### src/rtl/i2s_pkg.sv
// Divider bit map and slot timing shared by the I2S capture and playback paths.
package i2s_pkg;

  localparam int MCLK_BIT  = 1;
  localparam int SCLK_BIT  = 3;
  localparam int LRCLK_BIT = 8;
  localparam int DIV_WIDTH = LRCLK_BIT + 1;

  localparam logic [3:0] SAMPLE_PHASE   = 4'd9;
  localparam int         SLOTS_PER_HALF = 16;
  localparam logic [3:0] LAST_SLOT      = 4'(SLOTS_PER_HALF - 1);

  // Polarity matches lrclk: low half carries left, high half carries right.
  typedef enum logic {
    CH_LEFT  = 1'b0,
    CH_RIGHT = 1'b1
  } channel_t;

endpackage

### src/rtl/i2s_clkgen.sv
// Free-running 9-bit divider producing registered mclk/sclk/lrclk; all held low while en = 0.
module i2s_clkgen
  import i2s_pkg::*;
(
  input  logic                 clk,
  input  logic                 rst,
  input  logic                 en,
  output logic [DIV_WIDTH-1:0] div,
  output logic                 mclk,
  output logic                 sclk,
  output logic                 lrclk
);

  logic [DIV_WIDTH-1:0] div_nxt;

  assign div_nxt = en ? div + DIV_WIDTH'(1) : '0;

  // Outputs load from div_nxt so each clock pin is always the flopped copy of the current div bit.
  always_ff @(posedge clk or posedge rst) begin
    if (rst) begin
      div   <= '0;
      mclk  <= 1'b0;
      sclk  <= 1'b0;
      lrclk <= 1'b0;
    end else begin
      div   <= div_nxt;
      mclk  <= div_nxt[MCLK_BIT];
      sclk  <= div_nxt[SCLK_BIT];
      lrclk <= div_nxt[LRCLK_BIT];
    end
  end

endmodule

### src/rtl/i2s_rx_capture.sv
// I2S ADC capture: deserialises stereo frames onto a valid/ready output with sticky overrun.
// Optional peak meter (peak_level/peak_clr) built when I2S_RX_PEAK_EN is defined.
module i2s_rx_capture
  import i2s_pkg::*;
#(
  parameter int WIDTH       = 16,
  parameter int I2S_DELAY   = 1,
  parameter int SYNC_STAGES = 2
) (
  input  logic                    clk,
  input  logic                    rst,
  input  logic                    en,
  input  logic                    sdout,
  output logic                    mclk,
  output logic                    sclk,
  output logic                    lrclk,
  output logic signed [WIDTH-1:0] left_sample,
  output logic signed [WIDTH-1:0] right_sample,
  output logic                    sample_valid,
  input  logic                    sample_ready,
  output logic                    overrun,
  input  logic                    ovr_clr
`ifdef I2S_RX_PEAK_EN
  ,
  output logic [WIDTH-2:0]        peak_level,
  input  logic                    peak_clr
`endif
);

  logic [DIV_WIDTH-1:0]   div;
  logic [SYNC_STAGES-1:0] sync;
  logic [WIDTH-2:0]       shreg;
  logic [WIDTH-1:0]       word;
  logic [WIDTH-1:0]       staging;
  logic [3:0]             slot;
  logic                   prime;
  logic                   strobe;
  logic                   word_done;
  logic                   commit;
  channel_t               word_ch;

  i2s_clkgen u_clkgen (
    .clk   (clk),
    .rst   (rst),
    .en    (en),
    .div   (div),
    .mclk  (mclk),
    .sclk  (sclk),
    .lrclk (lrclk)
  );

  assign slot   = div[LRCLK_BIT-1:SCLK_BIT+1];
  assign strobe = en && (div[SCLK_BIT:0] == SAMPLE_PHASE);
  // Only WIDTH-1 bits are stored: the word is complete the moment the last bit arrives.
  assign word   = {shreg, sync[SYNC_STAGES-1]};

  generate
    if (I2S_DELAY != 0) begin : g_i2s
      // Slot 0 carries the LSB of the word sent in the previous half.
      assign word_done = (slot == 4'd0);
      assign word_ch   = div[LRCLK_BIT] ? CH_LEFT : CH_RIGHT;
    end else begin : g_left_justified
      assign word_done = (slot == LAST_SLOT);
      assign word_ch   = div[LRCLK_BIT] ? CH_RIGHT : CH_LEFT;
    end
  endgenerate

  assign commit = strobe && word_done && (word_ch == CH_RIGHT) && prime;

  always_ff @(posedge clk or posedge rst) begin
    if (rst) begin
      sync         <= '0;
      shreg        <= '0;
      staging      <= '0;
      prime        <= 1'b0;
      left_sample  <= '0;
      right_sample <= '0;
      sample_valid <= 1'b0;
      overrun      <= 1'b0;
    end else begin
      sync <= {sync[SYNC_STAGES-2:0], sdout};

      if (!en) begin
        shreg   <= '0;
        staging <= '0;
        prime   <= 1'b0;
      end else if (strobe) begin
        shreg <= word[WIDTH-2:0];
        if (word_done && word_ch == CH_LEFT) staging <= word;
        // The first right word after enable is partial; it only arms the commit path.
        if (word_done && word_ch == CH_RIGHT) prime <= 1'b1;
      end

      if (commit) begin
        left_sample  <= staging;
        right_sample <= word;
      end

      if (commit) sample_valid <= 1'b1;
      else if (sample_ready) sample_valid <= 1'b0;

      if (commit && sample_valid && !sample_ready) overrun <= 1'b1;
      else if (ovr_clr) overrun <= 1'b0;
    end
  end

`ifdef I2S_RX_PEAK_EN
  logic [WIDTH-2:0] mag_l;
  logic [WIDTH-2:0] mag_r;
  logic [WIDTH-2:0] frame_pk;

  function automatic logic [WIDTH-2:0] mag(input logic [WIDTH-1:0] v);
    logic [WIDTH-1:0] n;
    n = v[WIDTH-1] ? (~v + WIDTH'(1)) : v;
    return n[WIDTH-1] ? '1 : n[WIDTH-2:0];
  endfunction

  assign mag_l    = mag(staging);
  assign mag_r    = mag(word);
  assign frame_pk = (mag_l > mag_r) ? mag_l : mag_r;

  always_ff @(posedge clk or posedge rst) begin
    if (rst) peak_level <= '0;
    else if (commit) peak_level <= (peak_clr || frame_pk > peak_level) ? frame_pk : peak_level;
    else if (peak_clr) peak_level <= '0;
  end
`endif

endmodule
### config.mk
export PLATFORM = sky130hd
export DESIGN_NAME = i2s_rx_capture
export DESIGN_NICKNAME = d
export VERILOG_FILES = /design/src/rtl/i2s_pkg.sv /design/src/rtl/i2s_clkgen.sv /design/src/rtl/i2s_rx_capture.sv
export SDC_FILE = /design/constraint.sdc
export NUM_CORES = 1
export LEC_CHECK = 0
export ABC_AREA = 1
export CORE_MARGIN = 8
export CORE_UTILIZATION = 49
export CTS_CLUSTER_DIAMETER = 40
export CTS_CLUSTER_SIZE = 12
export DETAILED_ROUTE_END_ITERATION = 10
export PLACE_DENSITY = 0.75
export SLEW_MARGIN = 20
export SYNTH_ARGS = -nofsm -noshare
export SYNTH_HDL_FRONTEND = slang
export SYNTH_HIERARCHICAL = 1
export SYNTH_SLANG_ARGS = --single-unit
### constraint.sdc
create_clock -name clk -period 1.9 [get_ports clk]
set_clock_uncertainty 0.1 [all_clocks]
set_input_delay 0.19 -clock clk [delete_from_list [all_inputs] [get_ports clk]]
set_output_delay 0.19 -clock clk [all_outputs]
set_load 0.05 [all_outputs]
==> flow_summary.ini, run 1 <==
[placement]
hpwl_um = 4810
place_inst = 483
gp_congestion = 0.829
portBuffers = 42
placed_cell_area_um2 = 3810
place_ws_ns = 0.161

[routing]
dr.first_iter.drc_count = 139
routed_via_density = 5.22
drc_errors = 0
vias = 2605
drt_first_pass_iters = 4
antenna_left = 0
totalWireLength_um = 7070
avgRoutedWirePerCell_um = 14.2

[critical_path]
cp.required_ns = 1.61
critical_path_class = reg2out
cp_slowest_cell = clkdlybuf4s50_1
arrival_ns = 1.52
start_kind = register
cp_num_buf_inv = 1
crit_path_start = right_sample[3]
crit_chain = clkdlybuf4s50_1
end_kind = primary output
r2r-start = u_clkgen/div[3]
cp_top_family = buffers and inverters
critPathMaxFanout = 2
slowest_delay_ns = 0.81

[power]
pwr-share-seq_pct = 52.2
p_total_mw = 3.17
power_switching_mw = 0.680
switching_share_pct = 21.5
power_density_nw_per_um2 = 785
p_clk_share_pct = 43.8
leakagePower_nw = 2.15
p_int_mw = 2.49
ir_drop_v = 0.000422
power_frac_comb_pct = 4.0

[logic_synthesis]
ys_seq_elements = 77
seq_area_frac_synth_pct = 57.9
ys_warn_count = 6
synth_nets = 382
synth_cell_type_count = 22
syn_area_um2 = 3330
synthCells = 375
syn_avg_cell_area_um2 = 8.88

[clocking]
cts_buffers = 9
cts_resized = 0
htreeDepth = 3
cts_buffer_depth = 2
post-cts-setup-buffers = 0
postCtsHoldBufs = 0
clk-insertion-delay-late_ns = 0.35
path_clk_slew_ns = 0.08
cts.sinks = 77
root_buffer = clkbuf_8
cts_tree = done

[cells_and_area]
final_cell_mix = nand2_1, dfrtp_1, clkdlybuf4s50_1, nand4_1, inv_1
fin_cells = 499
diodes = 0
fin_util_pct = 60.4
nets = 421
drive_gt1_share_pct = 10.5
multi_input_area_um2 = 1150
finalInstanceArea_um2 = 4030
seq_area_um2 = 1930
synthToLayoutAreaGrowth_pct = 21.1
fill_cells = 572
layout_commonest_cell = nand2_1

[run]
maxCapViolations = 0

[die]
die_w_um = 98.4
core_um2 = 6680
die-area_um2 = 9690
rows = 30
die_y_um = 98.4
ios = 43
start_util_pct = 49.9

[sta]
timing.final.ws_setup_ns = 0.0862
setup_viol = 0
worstMarginPinSlew_ns = 0.523
holdWs_ns = 0.0738
slew_headroom_pct = 65.0
finalHoldViolCount = 0
clock.fmax_mhz = 551
drv_slew = 0
min_period_ns = 1.81
setup_tns_ns = 0
rsz0062_at_grt = false
period_share_pct = 95.5

[global_routing]
antenna_found_initial = 0
grt.overflow.total = 0
grt_pass1_wl_um = 12200
grt_usage_pct = 15.7
grt_max_degree = 39
grt_pass1_vias = 2601

[min_path]
holdCritPathClass = in2async

[run_status]
outcome = complete, no violations
-- power by group through the flow --
stage | sequential [mW] | combinational (mW) | clock (mW)
CTS | 1.65 | 0.129 | 1.43
detailed placement | 1.69 | 0.129 | 0
global route | 1.65 | 0.142 | 1.49
finish | 1.65 | 0.126 | 1.39
floorplan | 1.69 | 0.0757 | 0
global placement | 1.68 | 0.126 | 0
-- worst paths after layout --
path / to / slack (ns) / depth (start not counted)
setup / recovery: right_sample[3] / 0.09 / 1
hold / removal: u_clkgen/div[0] / 0.07 / 2
setup reg to reg: left_sample[4] / 0.29 / 7
hold reg to reg: sync[1] / 0.26 / 0
max in group asynchronous: right_sample[10] / 1.12 / 3
min in group clk: sync[0] / 0.18 / 1
-- kinds of logic (layout without fill, tap and decap cells) --
logic type,after synthesis,in the layout,share of synthesized area [%]
AND/OR/NAND/NOR,223,223,30.5
adder cells (fa/ha/maj),1,1,0.376
flip-flops,77,77,57.9
buffers and inverters,50,94,7.48
AO/OA/AOI/OAI,24,24,3.79
-- cells in the mapped netlist (all sizes together) --
library cell    n  share of area [%]
buf            17                3.7
a21oi           5               0.75
nand3          20                3.4
dfrtp          77                 58
clkbuf          7               0.83
o21ai          18                2.7
nand2         147                 17
nand4          35                6.6
nor2           21                3.6
o21bai          1               0.34
ha              1               0.38
inv            26                2.9
-- routing by layer --
metal	up-vias	GRT usage, %	wire length [um]
met3	10	6.13	425
met1	1246	17.6	3070
met2	61	26.0	3460
met4	0	6.49	113
met5	-	0	0
li1	1288	-	-
-- state kept, by name, indices dropped and copies added (netlist names) --
| name | flops |
|---|---|
| left_sample | 16 |
| overrun | 1 |
| prime | 1 |
| right_sample | 16 |
| sample_valid | 1 |
| shreg | 15 |
| staging | 16 |
| sync | 2 |
| u_clkgen/div | 9 |
-- worst reg2reg max path, cell delays in order (launching register included) --
cell and delay [ns]:
dfrtp_1 0.44, nand2_1 0.09, inv_1 0.07, nand2_2 0.11, nor2_8 0.14, nand3_4 0.31
nand2_1 0.17, nand2_1 0.07
-- cell type report --
cell class	instances	area share, %
clock buffers	12	3.85
clock inverters	4	1.74
inverters	26	2.51
multi-input cells	248	28.6
flip-flops and latches	77	47.8
well taps	80	2.48
repair buffers	52	13.0
(Power assumes the default switching activity.)
==> run 2: changes to the inputs <==
CTS_CLUSTER_SIZE = unset   (was 12)
==> results of run 2 <==
Final layout, timing and power as in run 1 (identical DEF).
==> run 3: changes to the inputs <==
PLACE_DENSITY = 0.72   (was 0.75)
==> run 3 against run 2 <==
  * Sequential power barely moved
  * First-iteration DRC count fell by 14%
  * Final area stayed put
  * Global-route usage down 0.42 points
  * Core utilization unchanged
==> flow_summary.ini, run 3 (same netlist as run 1, synthesis figures left out) <==
[power]
leakagePower_nw = 2.14
p_int_mw = 2.36
power_frac_comb_pct = 4.5
power_switching_mw = 0.644
ir_drop_v = 0.000396
switching_share_pct = 21.4
p_total_mw = 3.01
pwr-share-seq_pct = 55.0
p_clk_share_pct = 40.5
power_density_nw_per_um2 = 745

[critical_path]
start_kind = register
cp_slowest_cell = clkdlybuf4s50_1
arrival_ns = 1.55
cp.required_ns = 1.61
ff2ff_setup_slack_ns = 0.34
critical_path_class = reg2out
cp_top_family = buffers and inverters
critPathMaxFanout = 2
end_kind = primary output
slowest_delay_ns = 0.82
crit_chain = clkdlybuf4s50_1
cp_num_buf_inv = 1

[cells_and_area]
layout_commonest_cell = nand2_1
fill_cells = 610
drive_gt1_share_pct = 10.0
multi_input_area_um2 = 1150
finalInstanceArea_um2 = 4030
top_regs = left_sample (16), right_sample (16), staging (16)
final_cell_mix = nand2_1, dfrtp_1, clkdlybuf4s50_1, nand4_1, inv_1
nets = 422
seq_area_um2 = 1930
fin_util_pct = 60.4
diodes = 0
fin_cells = 499
synthToLayoutAreaGrowth_pct = 21.1

[routing]
totalWireLength_um = 6840
avgRoutedWirePerCell_um = 13.7
vias = 2588
drt_first_pass_iters = 5
antenna_left = 0
drc_errors = 0
routed_via_density = 5.19
dr.first_iter.drc_count = 119

[placement]
hpwl_um = 4700
portBuffers = 42
placed_cell_area_um2 = 3840
place_inst = 484
place_ws_ns = 0.138
gp_congestion = 0.790

[clocking]
cts_resized = 0
path_clk_slew_ns = 0.07
cts_tree = done
post-cts-setup-buffers = 0
postCtsHoldBufs = 0
cts.sinks = 77
clk-insertion-delay-late_ns = 0.34
cts_buffers = 9
root_buffer = clkbuf_8
htreeDepth = 3
cts_buffer_depth = 2

[die]
die_y_um = 98.4
rows = 30
core_um2 = 6680
die-area_um2 = 9690
ios = 43
start_util_pct = 49.9
die_w_um = 98.4

[sta]
slew_headroom_pct = 65.2
finalHoldViolCount = 0
setup_viol = 0
min_period_ns = 1.84
rsz0062_at_grt = false
setup_tns_ns = 0
clock.fmax_mhz = 544
holdWs_ns = 0.110
drv_slew = 0
worstMarginPinSlew_ns = 0.521
period_share_pct = 96.7
timing.final.ws_setup_ns = 0.0621

[global_routing]
grt.overflow.total = 0
grt_pass1_vias = 2505
antenna_found_initial = 0
grt_usage_pct = 15.2
grt_max_degree = 37
grt_pass1_wl_um = 12000

[run]
maxCapViolations = 0

[run_status]
outcome = complete, no violations

[min_path]
holdCritPathClass = in2async
==> run 3: layout make-up <==
type                       count  share of cell area (%)
clock buffer                  14                    4.03
clock inverter                 1                   0.744
inverter                      26                    2.51
multi-input combinational    248                    28.6
sequential                    77                    47.8
tap                           80                    2.48
timing repair buffer          53                    13.8
==> run 3: final timing paths <==
check / startpoint / to / cells after the start
worst max-delay path: left_sample[3] / left_sample[3] / 1
worst min-delay path: rst / u_clkgen/div[2] / 2
worst max register to register: u_clkgen/div[1] / left_sample[7] / 6
worst min register to register: sync[0] / sync[1] / 0
max in group asynchronous: rst / left_sample[6] / 3
min in group clk: sdout / sync[0] / 1
==> run 3: power by group through the flow <==
stage               logic, mW  clock network [mW]  registers (mW)
floorplan              0.0757                   0            1.69
CTS                     0.139                1.25            1.65
global placement        0.136                   0            1.69
detailed placement      0.138                   0            1.69
finish                  0.135                1.22            1.65
global route            0.153                1.31            1.65
==> run 3: layer usage <==
layer / up-vias / wire length [um] / GRT usage [%]
met4: 0 / 121 / 7.67
met3: 10 / 392 / 3.95
met2: 59 / 3260 / 23.9
met1: 1232 / 3060 / 19.1
li1: 1287 / - / -
met5: - / 0 / 0
